**src/rtl/ecm24_cache_pkg.sv**
```systemverilog
`default_nettype none
// ============================================================================
// Module      : ecm24_cache_pkg
// Description : Shared types and helpers for the ecm24 memory-bus read cache:
//               FSM state encoding, index/tag width helpers, byte merge.
// Revision    : 1.0 - initial release
// ============================================================================
package ecm24_cache_pkg;

  typedef enum logic [1:0] {
    ST_IDLE  = 2'd0,
    ST_FILL  = 2'd1,
    ST_WRITE = 2'd2,
    ST_ACK   = 2'd3
  } state_t;

  // Number of word-address bits that select a cache line.
  function automatic int idx_width(input int depth);
    return $clog2(depth);
  endfunction

  // Remaining word-address bits stored as the line tag.
  function automatic int tag_width(input int depth, input int adr_w);
    return adr_w - $clog2(depth);
  endfunction

  // Replace the bytes of old_w selected by sel with those of new_w.
  function automatic logic [31:0] merge_bytes(input logic [31:0] old_w,
                                              input logic [31:0] new_w,
                                              input logic [3:0]  sel);
    logic [31:0] res;
    res = old_w;
    for (int b = 0; b < 4; b++) begin
      if (sel[b]) res[8*b +: 8] = new_w[8*b +: 8];
    end
    return res;
  endfunction

endpackage
`default_nettype wire

```
**src/rtl/ecm24_cache_line_store.sv**
```systemverilog
`default_nettype none
// ============================================================================
// Module      : ecm24_cache_line_store
// Description : Valid/tag/data arrays of the direct-mapped cache. One
//               combinational lookup port, one write port (fill or merge)
//               and a clear-all input that drops every valid bit.
// Revision    : 1.0 - initial release
// ============================================================================
module ecm24_cache_line_store
  import ecm24_cache_pkg::*;
#(
  parameter int DEPTH = 8,
  parameter int ADR_W = 14,
  localparam int IDX_W = idx_width(DEPTH),
  localparam int TAG_W = tag_width(DEPTH, ADR_W)
) (
  input  logic             clk,
  input  logic             rst,
  input  logic             clr,
  input  logic [IDX_W-1:0] look_idx,
  input  logic [TAG_W-1:0] look_tag,
  output logic             look_hit,
  output logic [31:0]      look_data,
  input  logic             wr_en,
  input  logic [IDX_W-1:0] wr_idx,
  input  logic [TAG_W-1:0] wr_tag,
  input  logic [31:0]      wr_data
);

  logic [DEPTH-1:0] valid;
  logic [TAG_W-1:0] tags [DEPTH];
  logic [31:0]      data [DEPTH];

  assign look_hit  = valid[look_idx] && (tags[look_idx] == look_tag);
  assign look_data = data[look_idx];

  // Valid bits: clear-all has priority so an invalidate racing a fill wins.
  always_ff @(posedge clk or posedge rst) begin
    if (rst) begin
      valid <= '0;
    end else if (clr) begin
      valid <= '0;
    end else if (wr_en) begin
      valid[wr_idx] <= 1'b1;
    end
  end

  // Tag and data words are only meaningful behind a set valid bit.
  always_ff @(posedge clk) begin
    if (wr_en) begin
      tags[wr_idx] <= wr_tag;
      data[wr_idx] <= wr_data;
    end
  end

endmodule
`default_nettype wire

```
**src/rtl/ecm24_wb_mem_cache.sv**
```systemverilog
`default_nettype none
// ============================================================================
// Module      : ecm24_wb_mem_cache
// Description : Direct-mapped, write-through, no-write-allocate read cache
//               between the CPU memory Wishbone port and the SPI SRAM
//               controller. Read hits ack in one cycle; misses and writes
//               go to the controller.
//               Optional macro ECM24_MEM_CACHE_STATS_EN adds saturating
//               hit_cnt/miss_cnt read counters.
// Revision    : 1.0 - initial release
// ============================================================================
module ecm24_wb_mem_cache
  import ecm24_cache_pkg::*;
#(
  parameter int DEPTH = 8,
  parameter int ADR_W = 14
) (
  input  logic             wb_clk,
  input  logic             wb_rst,
  input  logic [31:0]      cpu_adr,
  input  logic [31:0]      cpu_dat,
  input  logic [3:0]       cpu_sel,
  input  logic             cpu_we,
  input  logic             cpu_stb,
  output logic [31:0]      cpu_rdt,
  output logic             cpu_ack,
  output logic             mem_cyc,
  output logic [ADR_W-1:0] mem_adr,
  output logic             mem_we,
  output logic [31:0]      mem_dat,
  output logic [3:0]       mem_sel,
  input  logic [31:0]      mem_rdt,
  input  logic             mem_ack,
  input  logic             inv
`ifdef ECM24_MEM_CACHE_STATS_EN
  ,
  output logic [15:0]      hit_cnt,
  output logic [15:0]      miss_cnt
`endif
);

  localparam int IDX_W = idx_width(DEPTH);
  localparam int TAG_W = tag_width(DEPTH, ADR_W);

  state_t state, state_nxt;

  logic [ADR_W-1:0] req_adr;
  logic [ADR_W-1:0] look_adr;
  logic             hit;
  logic [31:0]      line_data;
  logic             accept;
  logic             fill_done;
  logic             write_hit_done;
  logic             wr_en;
  logic [31:0]      wr_data;

  // Byte offset and high address bits are outside the cached range.
  logic unused_adr_bits;
  assign unused_adr_bits = &{1'b0, cpu_adr[31:ADR_W+2], cpu_adr[1:0]};

  assign req_adr = cpu_adr[ADR_W+1:2];

  // In IDLE look up the incoming request; during a transfer look up the
  // latched address so a write can tell whether it hits.
  assign look_adr = (state == ST_IDLE) ? req_adr : mem_adr;

  assign accept         = (state == ST_IDLE) && cpu_stb;
  assign fill_done      = (state == ST_FILL) && mem_ack;
  assign write_hit_done = (state == ST_WRITE) && mem_ack && hit;
  assign wr_en          = fill_done || write_hit_done;
  assign wr_data        = fill_done ? mem_rdt : merge_bytes(line_data, mem_dat, mem_sel);

  ecm24_cache_line_store #(
    .DEPTH (DEPTH),
    .ADR_W (ADR_W)
  ) u_store (
    .clk       (wb_clk),
    .rst       (wb_rst),
    .clr       (inv),
    .look_idx  (look_adr[IDX_W-1:0]),
    .look_tag  (look_adr[ADR_W-1:IDX_W]),
    .look_hit  (hit),
    .look_data (line_data),
    .wr_en     (wr_en),
    .wr_idx    (mem_adr[IDX_W-1:0]),
    .wr_tag    (mem_adr[ADR_W-1:IDX_W]),
    .wr_data   (wr_data)
  );

  // State register; reset aborts any transfer in flight.
  always_ff @(posedge wb_clk or posedge wb_rst) begin
    if (wb_rst) state <= ST_IDLE;
    else        state <= state_nxt;
  end

  // Next-state and handshake outputs.
  always_comb begin
    state_nxt = state;
    cpu_ack   = 1'b0;
    mem_cyc   = 1'b0;
    case (state)
      ST_IDLE: begin
        if (cpu_stb) begin
          if (cpu_we)   state_nxt = ST_WRITE;
          else if (hit) state_nxt = ST_ACK;
          else          state_nxt = ST_FILL;
        end
      end
      ST_FILL, ST_WRITE: begin
        mem_cyc = 1'b1;
        if (mem_ack) state_nxt = ST_ACK;
      end
      ST_ACK: begin
        cpu_ack   = 1'b1;
        state_nxt = ST_IDLE;
      end
      default: state_nxt = ST_IDLE;
    endcase
  end

  // Memory-side request registers and CPU read data.
  always_ff @(posedge wb_clk or posedge wb_rst) begin
    if (wb_rst) begin
      cpu_rdt <= '0;
      mem_adr <= '0;
      mem_we  <= 1'b0;
      mem_dat <= '0;
      mem_sel <= '0;
    end else begin
      if (accept) begin
        mem_adr <= req_adr;
        mem_we  <= cpu_we;
        mem_dat <= cpu_dat;
        mem_sel <= cpu_we ? cpu_sel : 4'hF;
        if (!cpu_we && hit) cpu_rdt <= line_data;
      end
      if (fill_done) cpu_rdt <= mem_rdt;
    end
  end

`ifdef ECM24_MEM_CACHE_STATS_EN
  // Saturating read hit/miss counters, counted as a read leaves IDLE.
  always_ff @(posedge wb_clk or posedge wb_rst) begin
    if (wb_rst) begin
      hit_cnt  <= '0;
      miss_cnt <= '0;
    end else if (accept && !cpu_we) begin
      if (hit) begin
        if (hit_cnt != 16'hFFFF) hit_cnt <= hit_cnt + 16'd1;
      end else begin
        if (miss_cnt != 16'hFFFF) miss_cnt <= miss_cnt + 16'd1;
      end
    end
  end
`endif

endmodule
`default_nettype wire
```
**config.mk**
```make
export PLATFORM = sky130hd
export DESIGN_NAME = ecm24_wb_mem_cache
export DESIGN_NICKNAME = d
export VERILOG_FILES = /design/src/rtl/ecm24_cache_pkg.sv /design/src/rtl/ecm24_cache_line_store.sv /design/src/rtl/ecm24_wb_mem_cache.sv
export SDC_FILE = /design/constraint.sdc
export NUM_CORES = 1
export LEC_CHECK = 0
export CORE_MARGIN = 3
export CORE_UTILIZATION = 55
export CTS_CLUSTER_SIZE = 40
export DETAILED_ROUTE_END_ITERATION = 6
export GPL_ROUTABILITY_DRIVEN = 0
export PLACE_DENSITY = 0.83
export SLEW_MARGIN = 20
export SYNTH_ARGS = -nofsm -noshare
export SYNTH_HDL_FRONTEND = slang
export SYNTH_SLANG_ARGS = --single-unit
```
**constraint.sdc**
```tcl
create_clock -name wb_clk -period 8.2 [get_ports wb_clk]
set_clock_uncertainty 0.2 [all_clocks]
set_input_delay 1.64 -clock wb_clk [delete_from_list [all_inputs] [get_ports wb_clk]]
set_output_delay 1.64 -clock wb_clk [all_outputs]
set_load 0.02 [all_outputs]
```
# After elaboration in Yosys (flattened, before gate mapping)
# Memories as Yosys holds them, arrays and structs flattened.
# Cells that the tools add are included.
word_totals:
  register_bits: 93
  latchBits: 0
  ram_bits: 344
  romBits: 0
  inputBits: 106
  out_inout_bits: 85
  memories: 2
mem_list:
  columns: ["memory", "words", "width", "read_ports", "rd_clocked_by_memory_dff", "write_ports", "line", "rtl"]
  rows:
  - ["u_store.data", 8, 32, 1, 0, 1, "ecm24_cache_line_store.sv:32", "logic [31:0] data [DEPTH];"]
  - ["u_store.tags", 8, 11, 1, 0, 1, "ecm24_cache_line_store.sv:31", "logic [TAG_W-1:0] tags [DEPTH];"]
classes:
  add_sub_neg: 0
  multipliers: 0
  div_mod_pow: 0
  n_lt_le_gt_ge: 3
  eq_ne: 6
  n_shift: 0
  muxes: 25
  bitwise: 1
  n_reduce_logical: 16
op_table:
  columns: ["cell", "count"]
  rows:
  - ["$mux 32", 4]
  - ["$mux 8", 6]
  - ["$mux 14", 1]
  - ["$eq 11x11->1", 1]
  - ["$lt 3x4->1 const B", 2]
  - ["$mux 2", 4]
  - ["$or 8x8->8", 1]
  - ["$logic_and 1x1->1", 7]
  - ["$mux 1", 6]
  - ["$pmux 2 s3", 1]
  - ["$reduce_bool 2->1", 3]
  - ["$eq 2x2->1 const B", 2]
  - ["$mux 4", 1]
  - ["$ne 2x2->1 const B", 2]
  - ["$reduce_and 2->1", 2]
  - ["$bmux 1 s3", 1]
  - ["$demux 1 s3", 1]
  - ["$ge 3x1->1 const B", 1]
  - ["$eq 2x1->1 const B", 1]
  - ["$logic_not 2->1", 1]
  - ["$reduce_or 2->1", 1]
  - ["$logic_not 1->1", 1]
  - ["$logic_or 1x1->1", 1]

# Longest topological paths before layout
# Gate-level depths: netlist of run 1.
depth:
  depth_word: 9
  depth_mapped: 15
  mapped_depth_nobuf: 10

# Cells and area by module
# A second synthesis of run 1 with hierarchy kept.
hier_totals:
  cells_unflattened: 940
  area_unflattened_um2: 18281.3
modules_own_cells:
  columns: ["module", "instances", "cells_each", "area_per_inst_um2", "seq_area_each_um2"]
  rows:
  - ["ecm24_cache_line_store", 1, 574, 13441.6, 10530.1]
  - ["ecm24_wb_mem_cache", 1, 366, 4839.6, 2127.0]

# Least setup slack after synthesis of run 1
# No wires, ideal clock.
synth_timing:
  path_kind: "input-to-reg"
  from: "in cpu_adr[3]"
  to: "mem u_store.data[1][0], enable pin"
  setup_ps: 496
  arrival_ps: 6775
  required_ps: 7504
  setup_slack_ps: 729
  stages: 10
  path_buffers: 2
  cell_sequence: "clkbuf_1 > mux2_2 > buf_2 > nand2_1 > a32oi_1 > a21oi_1 > nor4_1 > nand4_1 > o41a_1 > nor3_1"
synth_between:
  elab_chain_cells: 8
  elab_cells_between_ends: 10
  cone_classes: "eq/ne: 1; mux: 5; reduce/logical: 3; memory: 1"
synth_lines:
  columns: ["element", "line", "rtl"]
  rows:
  - ["start, declared", "ecm24_wb_mem_cache.sv:20", "input logic [31:0] cpu_adr,"]
  - ["$mux 14 (*)", "ecm24_wb_mem_cache.sv:65", "assign look_adr = (state == ST_IDLE) ? req_adr : mem_adr;"]
  - ["$mem_v2 8x11 or $bmux 1 s3 (tied branches)", null, null]
  - ["$eq 11x11->1 or $mux 1 (tied branches)", "ecm24_cache_line_store.sv:34", "assign look_hit = valid[look_idx] && (tags[look_idx] == look_tag);"]
  - ["$logic_and 1x1->1 (*)", "ecm24_cache_line_store.sv:34", null]
  - ["$logic_and 1x1->1 (*)", "ecm24_wb_mem_cache.sv:69", "assign write_hit_done = (state == ST_WRITE) && mem_ack && hit;"]
  - ["$logic_or 1x1->1 (*)", "ecm24_wb_mem_cache.sv:70", "assign wr_en = fill_done || write_hit_done;"]
  - ["$mux 1 (*)", "ecm24_cache_line_store.sv:50", "if (wr_en) begin"]
  - ["$mux 1 (implied by the code) (*)", "ecm24_cache_line_store.sv:52", "data[wr_idx] <= wr_data;"]
  - ["end, declared", "ecm24_cache_line_store.sv:32", null]
# Every way passes the cells marked *; elsewhere a longest branch is shown, timed or not. The select of a mux whose other input is x is not followed.

# Worst setup path in the final report of run 1
layout_timing:
  from: "in cpu_adr[3]"
  to: "mem u_store.data[0][27], enable pin"
# Same word-level chain as after synthesis.

==> flow_summary.yaml, run 1 <==
run_status:
  status: "finished, final reports clean"
clock_tree:
  clockRootBuffer: "clkbuf_16"
  cts_made_buffers: 44
  holdBufCountCts: 0
  cts_num_sinks: 437
  clkTransAtPathRegs_ns: 0.06
  cts-resized-gates: 0
  post-cts-setup-buffer-count: 0
  cts_buffer_depth: 3
  clock_latency_ns: 0.55
  cts_tree: "yes"
  htreeDepth: 2
synth:
  yosys.area.top_type: "edfxtp_1"
  yosysTopAreaCellShare_pct: 55.0
  synth_edf_count: 344
  ys.flop_type: "edfxtp_1"
  yosysWarnings: 0
  netlist_top_cells_count: "edfxtp_1, nand2_1, dfrtp_1"
  syn-num-nets: 1367
  synth_area_leaders: "edfxtp_1, dfrtp_1, mux4_2"
  synth-seq-area-share_pct: 67.3
  synth.most_common_cell: "edfxtp_1"
  yosys_register_bits: 437
  async_flop_share_pct: 21.3
  synth_cell_types: 56
  syn_area_um2: 18800
  synthCells: 1256
  post_synth.cell_area_avg_um2: 15.0
routing:
  drt_first_iter_violations: 1547
  vias: 12595
  ant_nets: 0
  wl_per_cell_um: 26.5
  dr.pass1.iters: 6
  viasPerCell: 6.63
  drcViolationCount: 0
  routed_wl_um: 50400
worst_setup_path:
  r2r-end: "u_store.data[0][27]"
  critical-path-top-delay-family: "buffers and inverters"
  cpPeakStageDelay_ns: 0.83
  required_ns: 8.19
  crit_buf_inv: 3
  crit_slowest_cell: "clkdlybuf4s50_1"
  cp_common_cell: "buf_4"
  critPathKind: "in -> reg"
  cp-end-kind: "flop"
  path_max_fanout: 51
  ff2ff_setup_slack_ns: 2.96
  arrival_ns: 6.03
  worstPathCellList: "clkdlybuf4s50_1 -> mux2_4 -> mux2i_1 -> a32oi_1 -> o21ai_0 -> xnor2_1 -> nand3_2 -> buf_4 -> o41a_1 -> nor4_4 -> buf_4"
  reg2regPathDepth: 12
  cp-start-kind: "input port"
  timing.rr.start: "state[1]"
layout:
  final_layout_size_suffix_gt1_share_pct: 16.6
  regArea_um2: 12700
  area_delta_synth_final_pct: 19.9
  fin_util_pct: 67.0
  nets: 1527
  fill_cells: 2139
  multi_input_area_um2: 5770
floorplanning:
  die_area_um2: 36400
  start_util_pct: 55.9
  die_y_um: 191
  core_um2: 33600
  rows: 67
  die_x_um: 191
  ios: 191
worst_hold_path:
  hold_end: "mem_we"
  min_from: "mem_we"
  min_delay_path_depth: 1
  hold_class: "reg -> reg"
power_and_ir_drop:
  powerDensity_nw_per_um2: 434
  leakagePower_nw: 7.72
  p_int_mw: 5.93
  p_total_mw: 9.78
  switchingPower_mw: 3.86
  seqPwrFrac_pct: 36.3
  combPwrFrac_pct: 43.2
  power_frac_clock_pct: 20.5
  sw_frac_of_total_pct: 39.4
  ir_worst_vdd_mv: 0.304
sta:
  period_minus_slack_ns: 6.05
  fmax_mhz: 165
  finalSetupViolCount: 0
  fin_crit_sh_pct: 73.7
  rsz0062_at_grt: "false"
  drv_slew: 0
  finalHoldViolations: 0
  relSlewSlack_pct: 28.4
  final.setup.tns_ns: 0
  worst_pin_slew_ns: 1.07
run:
  maxCapViolCount: 0
place:
  place_hpwl_um: 28100
  io_buffer_count: 172
global_route:
  grt_pass1_vias: 12938
  grt_pass1_wl_um: 75900
  antenna_found_initial: 2
  grt_max_degree: 65
  grt-ovfl-total: 0
  grt_use_total_pct: 27.4
## cells in the final DEF (no fill, tap or decap), types with 9 or more instances in the layout
| cell type | count |
|---|---|
| mux2_2 | 49 |
| clkinv_2 | 10 |
| nor2b_1 | 29 |
| edfxtp_1 | 344 |
| nand2_1 | 129 |
| a221oi_1 | 9 |
| dfrtp_1 | 93 |
| o21ai_0 | 87 |
| clkbuf_1 | 15 |
| o41ai_1 | 32 |
| a41oi_1 | 32 |
| nor2_1 | 47 |
| clkdlybuf4s50_1 | 172 |
| inv_1 | 12 |
| a21oi_1 | 51 |
| mux4_2 | 67 |
| clkbuf_16 | 46 |
| o22ai_1 | 18 |
| buf_4 | 35 |
| mux2i_1 | 49 |
## stage by stage
| stage | cells | hold WS, ns | setup WS, ns | cell area, um2 |
|---|---|---|---|---|
| global placement | 1818 | 0.288 | 1.77 | 21100 |
| finish | 1901 | 0.310 | 2.15 | 22500 |
| global route | 1901 | 0.340 | 1.92 | 22500 |
| floorplan | 1256 | 0.272 | 0.729 | 18800 |
| CTS | 1900 | 0.313 | 2.19 | 22500 |
| detailed placement | 1818 | 0.296 | 1.70 | 21100 |
## power groups by stage
stage                     logic [mW]  registers, mW  clock network [mW]
after floorplan                 2.49           3.67                   0
after global placement          3.96           3.55                   0
after detailed placement        4.10           3.57                   0
after CTS                       4.17           3.54                2.02
after global routing            4.49           3.59                2.11
final                           4.23           3.55                2.01
## cells by family (layout without fill, tap and decap cells)
family	after synthesis	after routing	synth area share (%)
flip-flops	437	437	67.3
other	0	1	0
adder cells (fa/ha/maj)	5	5	0.333
buffers and inverters	109	305	2.41
XOR/XNOR	7	7	0.326
multiplexers	168	168	13.8
AND/OR/NAND/NOR	251	251	5.98
AO/OA/AOI/OAI	279	279	9.83
## worst register-to-register path, cell delays in order (launching register included)
cell and delay [ns]:
dfrtp_1 0.42, inv_1 0.13, ha_1 0.18, buf_4 0.32, mux2_2 0.85, mux4_2 0.42, mux2i_1 0.18, xor2_1 0.12
nor4_1 0.47, nand4_1 0.18, o41a_1 0.66, nor4_4 0.27, buf_4 0.45
## per-layer routing
metal	GRT usage, %	up-vias	wire (um)
met5	0	-	13
met4	12.7	2	2320
met3	5.66	184	5130
met2	44.9	926	24800
met1	35.6	6210	18100
li1	-	5273	-
## flip-flops by register name, indices dropped and copies added, names as in the netlist
register	flops
mem_adr	14
state	2
mem_dat	32
u_store.data	256
u_store.valid	8
mem_we	1
mem_sel	4
cpu_rdt	32
u_store.tags	88
## worst max-delay path by stage
stage | slack [ns] | from | cells after the start | end
2_1_floorplan | 0.73 | cpu_adr[3] | 10 | u_store.data[1][0]
3_3_place_gp | 1.77 | cpu_adr[3] | 11 | u_store.data[0][3]
3_5_place_dp | 1.70 | cpu_adr[3] | 11 | u_store.data[0][25]
4_1_cts | 2.19 | cpu_adr[3] | 11 | u_store.data[0][27]
5_1_grt | 1.92 | cpu_adr[3] | 11 | u_store.data[0][20]
6_report | 2.15 | cpu_adr[3] | 11 | u_store.data[0][27]
## cell type report
type	instances	share of cell area, %
sequential	437	56.2
multi-input combinational	710	25.6
timing repair buffer	210	9.07
clock buffer	63	5.48
tap	448	2.49
clock inverter	19	0.927
inverter	13	0.228
antenna	1	0.0111
Note: power is estimated with default switching activity, not from simulation.
==> run 2, diff against run 1 <==
CORE_UTILIZATION = 51   (was 55)
PLACE_DENSITY = 0.81   (was 0.83)
clock period = 5.25 ns   (was 8.2 ns; I/O delays follow)
==> flow_summary.yaml, run 2 (same netlist as run 1, synthesis figures left out) <==
run_status:
  status: "finished, final reports clean"
worst_setup_path:
  critPathKind: "reg -> reg"
  crit_buf_inv: 4
  cp-end-kind: "flop"
  cpPeakStageDelay_ns: 0.51
  arrival_ns: 4.91
  cp_common_cell: "buf_4"
  worstPathCellList: "inv_1 -> ha_1 -> mux2_4 -> buf_4 -> nand2_1 -> a221oi_1 -> o211ai_1 -> nor4_1 -> buf_4 -> nand4_1 -> o41a_4 -> nor4_4 -> buf_12"
  path_max_fanout: 32
  cp-start-kind: "flop"
  required_ns: 5.26
  critical-path-top-delay-family: "compound AO/OA/AOI/OAI gates"
  crit_slowest_cell: "o41a_4"
clock_tree:
  clockRootBuffer: "clkbuf_16"
  cts_tree: "yes"
  holdBufCountCts: 0
  htreeDepth: 2
  cts_buffer_depth: 3
  clkTransAtPathRegs_ns: 0.06
  cts_num_sinks: 437
  clock_latency_ns: 0.55
  cts-resized-gates: 0
  cts_made_buffers: 44
  post-cts-setup-buffer-count: 0
floorplanning:
  core_um2: 35900
  die_area_um2: 39200
  die_y_um: 198
  die_x_um: 198
  ios: 191
  rows: 69
  start_util_pct: 52.3
routing:
  drt_first_iter_violations: 1487
  dr.pass1.iters: 5
  wl_per_cell_um: 25.9
  routed_wl_um: 50000
  ant_nets: 0
  vias: 12554
  drcViolationCount: 0
  viasPerCell: 6.51
sta:
  rsz0062_at_grt: "false"
  finalHoldViolations: 0
  drv_slew: 0
  relSlewSlack_pct: 34.5
  fin_crit_sh_pct: 93.3
  finalSetupViolCount: 0
  fmax_mhz: 204
  holdWs_ns: 0.324
  worst_pin_slew_ns: 0.982
  period_minus_slack_ns: 4.90
global_route:
  grt_use_total_pct: 25.7
  grt_pass1_wl_um: 76600
  grt_pass1_vias: 13210
  antenna_found_initial: 0
  grt-ovfl-total: 0
  grt_max_degree: 69
place:
  place_hpwl_um: 28700
  io_buffer_count: 172
  dpl_cell_area_um2: 21400
power_and_ir_drop:
  ir_worst_vdd_mv: 0.451
  p_total_mw: 15.5
  leakagePower_nw: 7.90
  powerDensity_nw_per_um2: 677
layout:
  mostFrequentLayoutCells: "edfxtp_1, clkdlybuf4s50_1, nand2_1"
  largest_reg_flops: 256
  final_layout_size_suffix_gt1_share_pct: 18.0
  antenna_cells: 0
  nets: 1543
  area_delta_synth_final_pct: 21.8
  final_common_cell: "edfxtp_1"
  top_regs: "u_store.data: 256 flops, u_store.tags: 88 flops"
  top_register: "u_store.data"
  stdcell_area_um2: 22900
run:
  maxCapViolCount: 0
worst_hold_path:
  hold_class: "reg -> reg"
run 2: cell count changes in the layout (fill, tap and decap cells not counted), sizes merged:
cell    delta
buf       +16
clkbuf     -4
inv        +4
clkinv     -2
bufinv     +1
diode      -1
run 2: path summary, 6_finish.rpt:
check	slack [ns]	depth (start not counted)	to	startpoint
min	0.32	2	u_store.valid[2]	u_store.valid[2]
max in group asynchronous	2.98	3	mem_dat[26]	wb_rst
min in group asynchronous	0.91	2	mem_dat[14]	wb_rst
max	0.35	13	u_store.tags[0][0]	state[0]
min reg2reg	0.32	2	u_store.valid[2]	u_store.valid[2]
max reg2reg	0.35	13	u_store.tags[0][0]	state[0]
run 2: metal layers:
metal  wire, um  global-route usage, %  vias to the layer above  part of all wire (%)
met3       5100                   5.00                      163                    10
met1      18300                   33.5                     6238                    37
met5          0                      0                        -                     0
li1           -                      -                     5303                     -
met2      24700                   42.4                      850                    49
met4       1950                   11.3                        0                   3.9
run 2: final cells by class:
class                      count  area (um2)
tap                          461         577
timing repair buffer         226        2290
fill                        2427       13000
sequential                   437       12700
inverter                      13        51.3
multi-input combinational    710        5830
clock buffer                  59        1240
clock inverter                22         249
run 2: stage by stage:
stage	worst slack [ns]	util (%)	cells	TNS, ns
finish	0.353	63.7	1928	0
CTS	0.274	63.7	1928	0
global route	0.175	63.7	1928	0
global placement	0.0926	59.6	1847	0
detailed placement	-0.00145	59.6	1847	-0.00899
floorplan	-0.221	-	1256	-57.11
run 2: worst min-delay path: cells and delay by family (launching register included):
kind,cells,cell delay (ns)
compound gates,2,0.13
flops,1,0.35
run 2: report_power, final:
part / switching (mW) / leakage (nW) / internal (mW)
clock network: 1.29 / 0.732 / 1.91
registers: 0.515 / 4.26 / 5.01
logic: 4.24 / 2.91 / 2.53
total: 6.04 / 7.90 / 9.45
==> run 3, diff against run 2 <==
ABC_CLOCK_PERIOD_IN_PS = 5250   (was default)
CAP_MARGIN = 20   (was default)
==> results of run 3 <==
No change in the layout: final DEF, timing and power equal those of run 2.
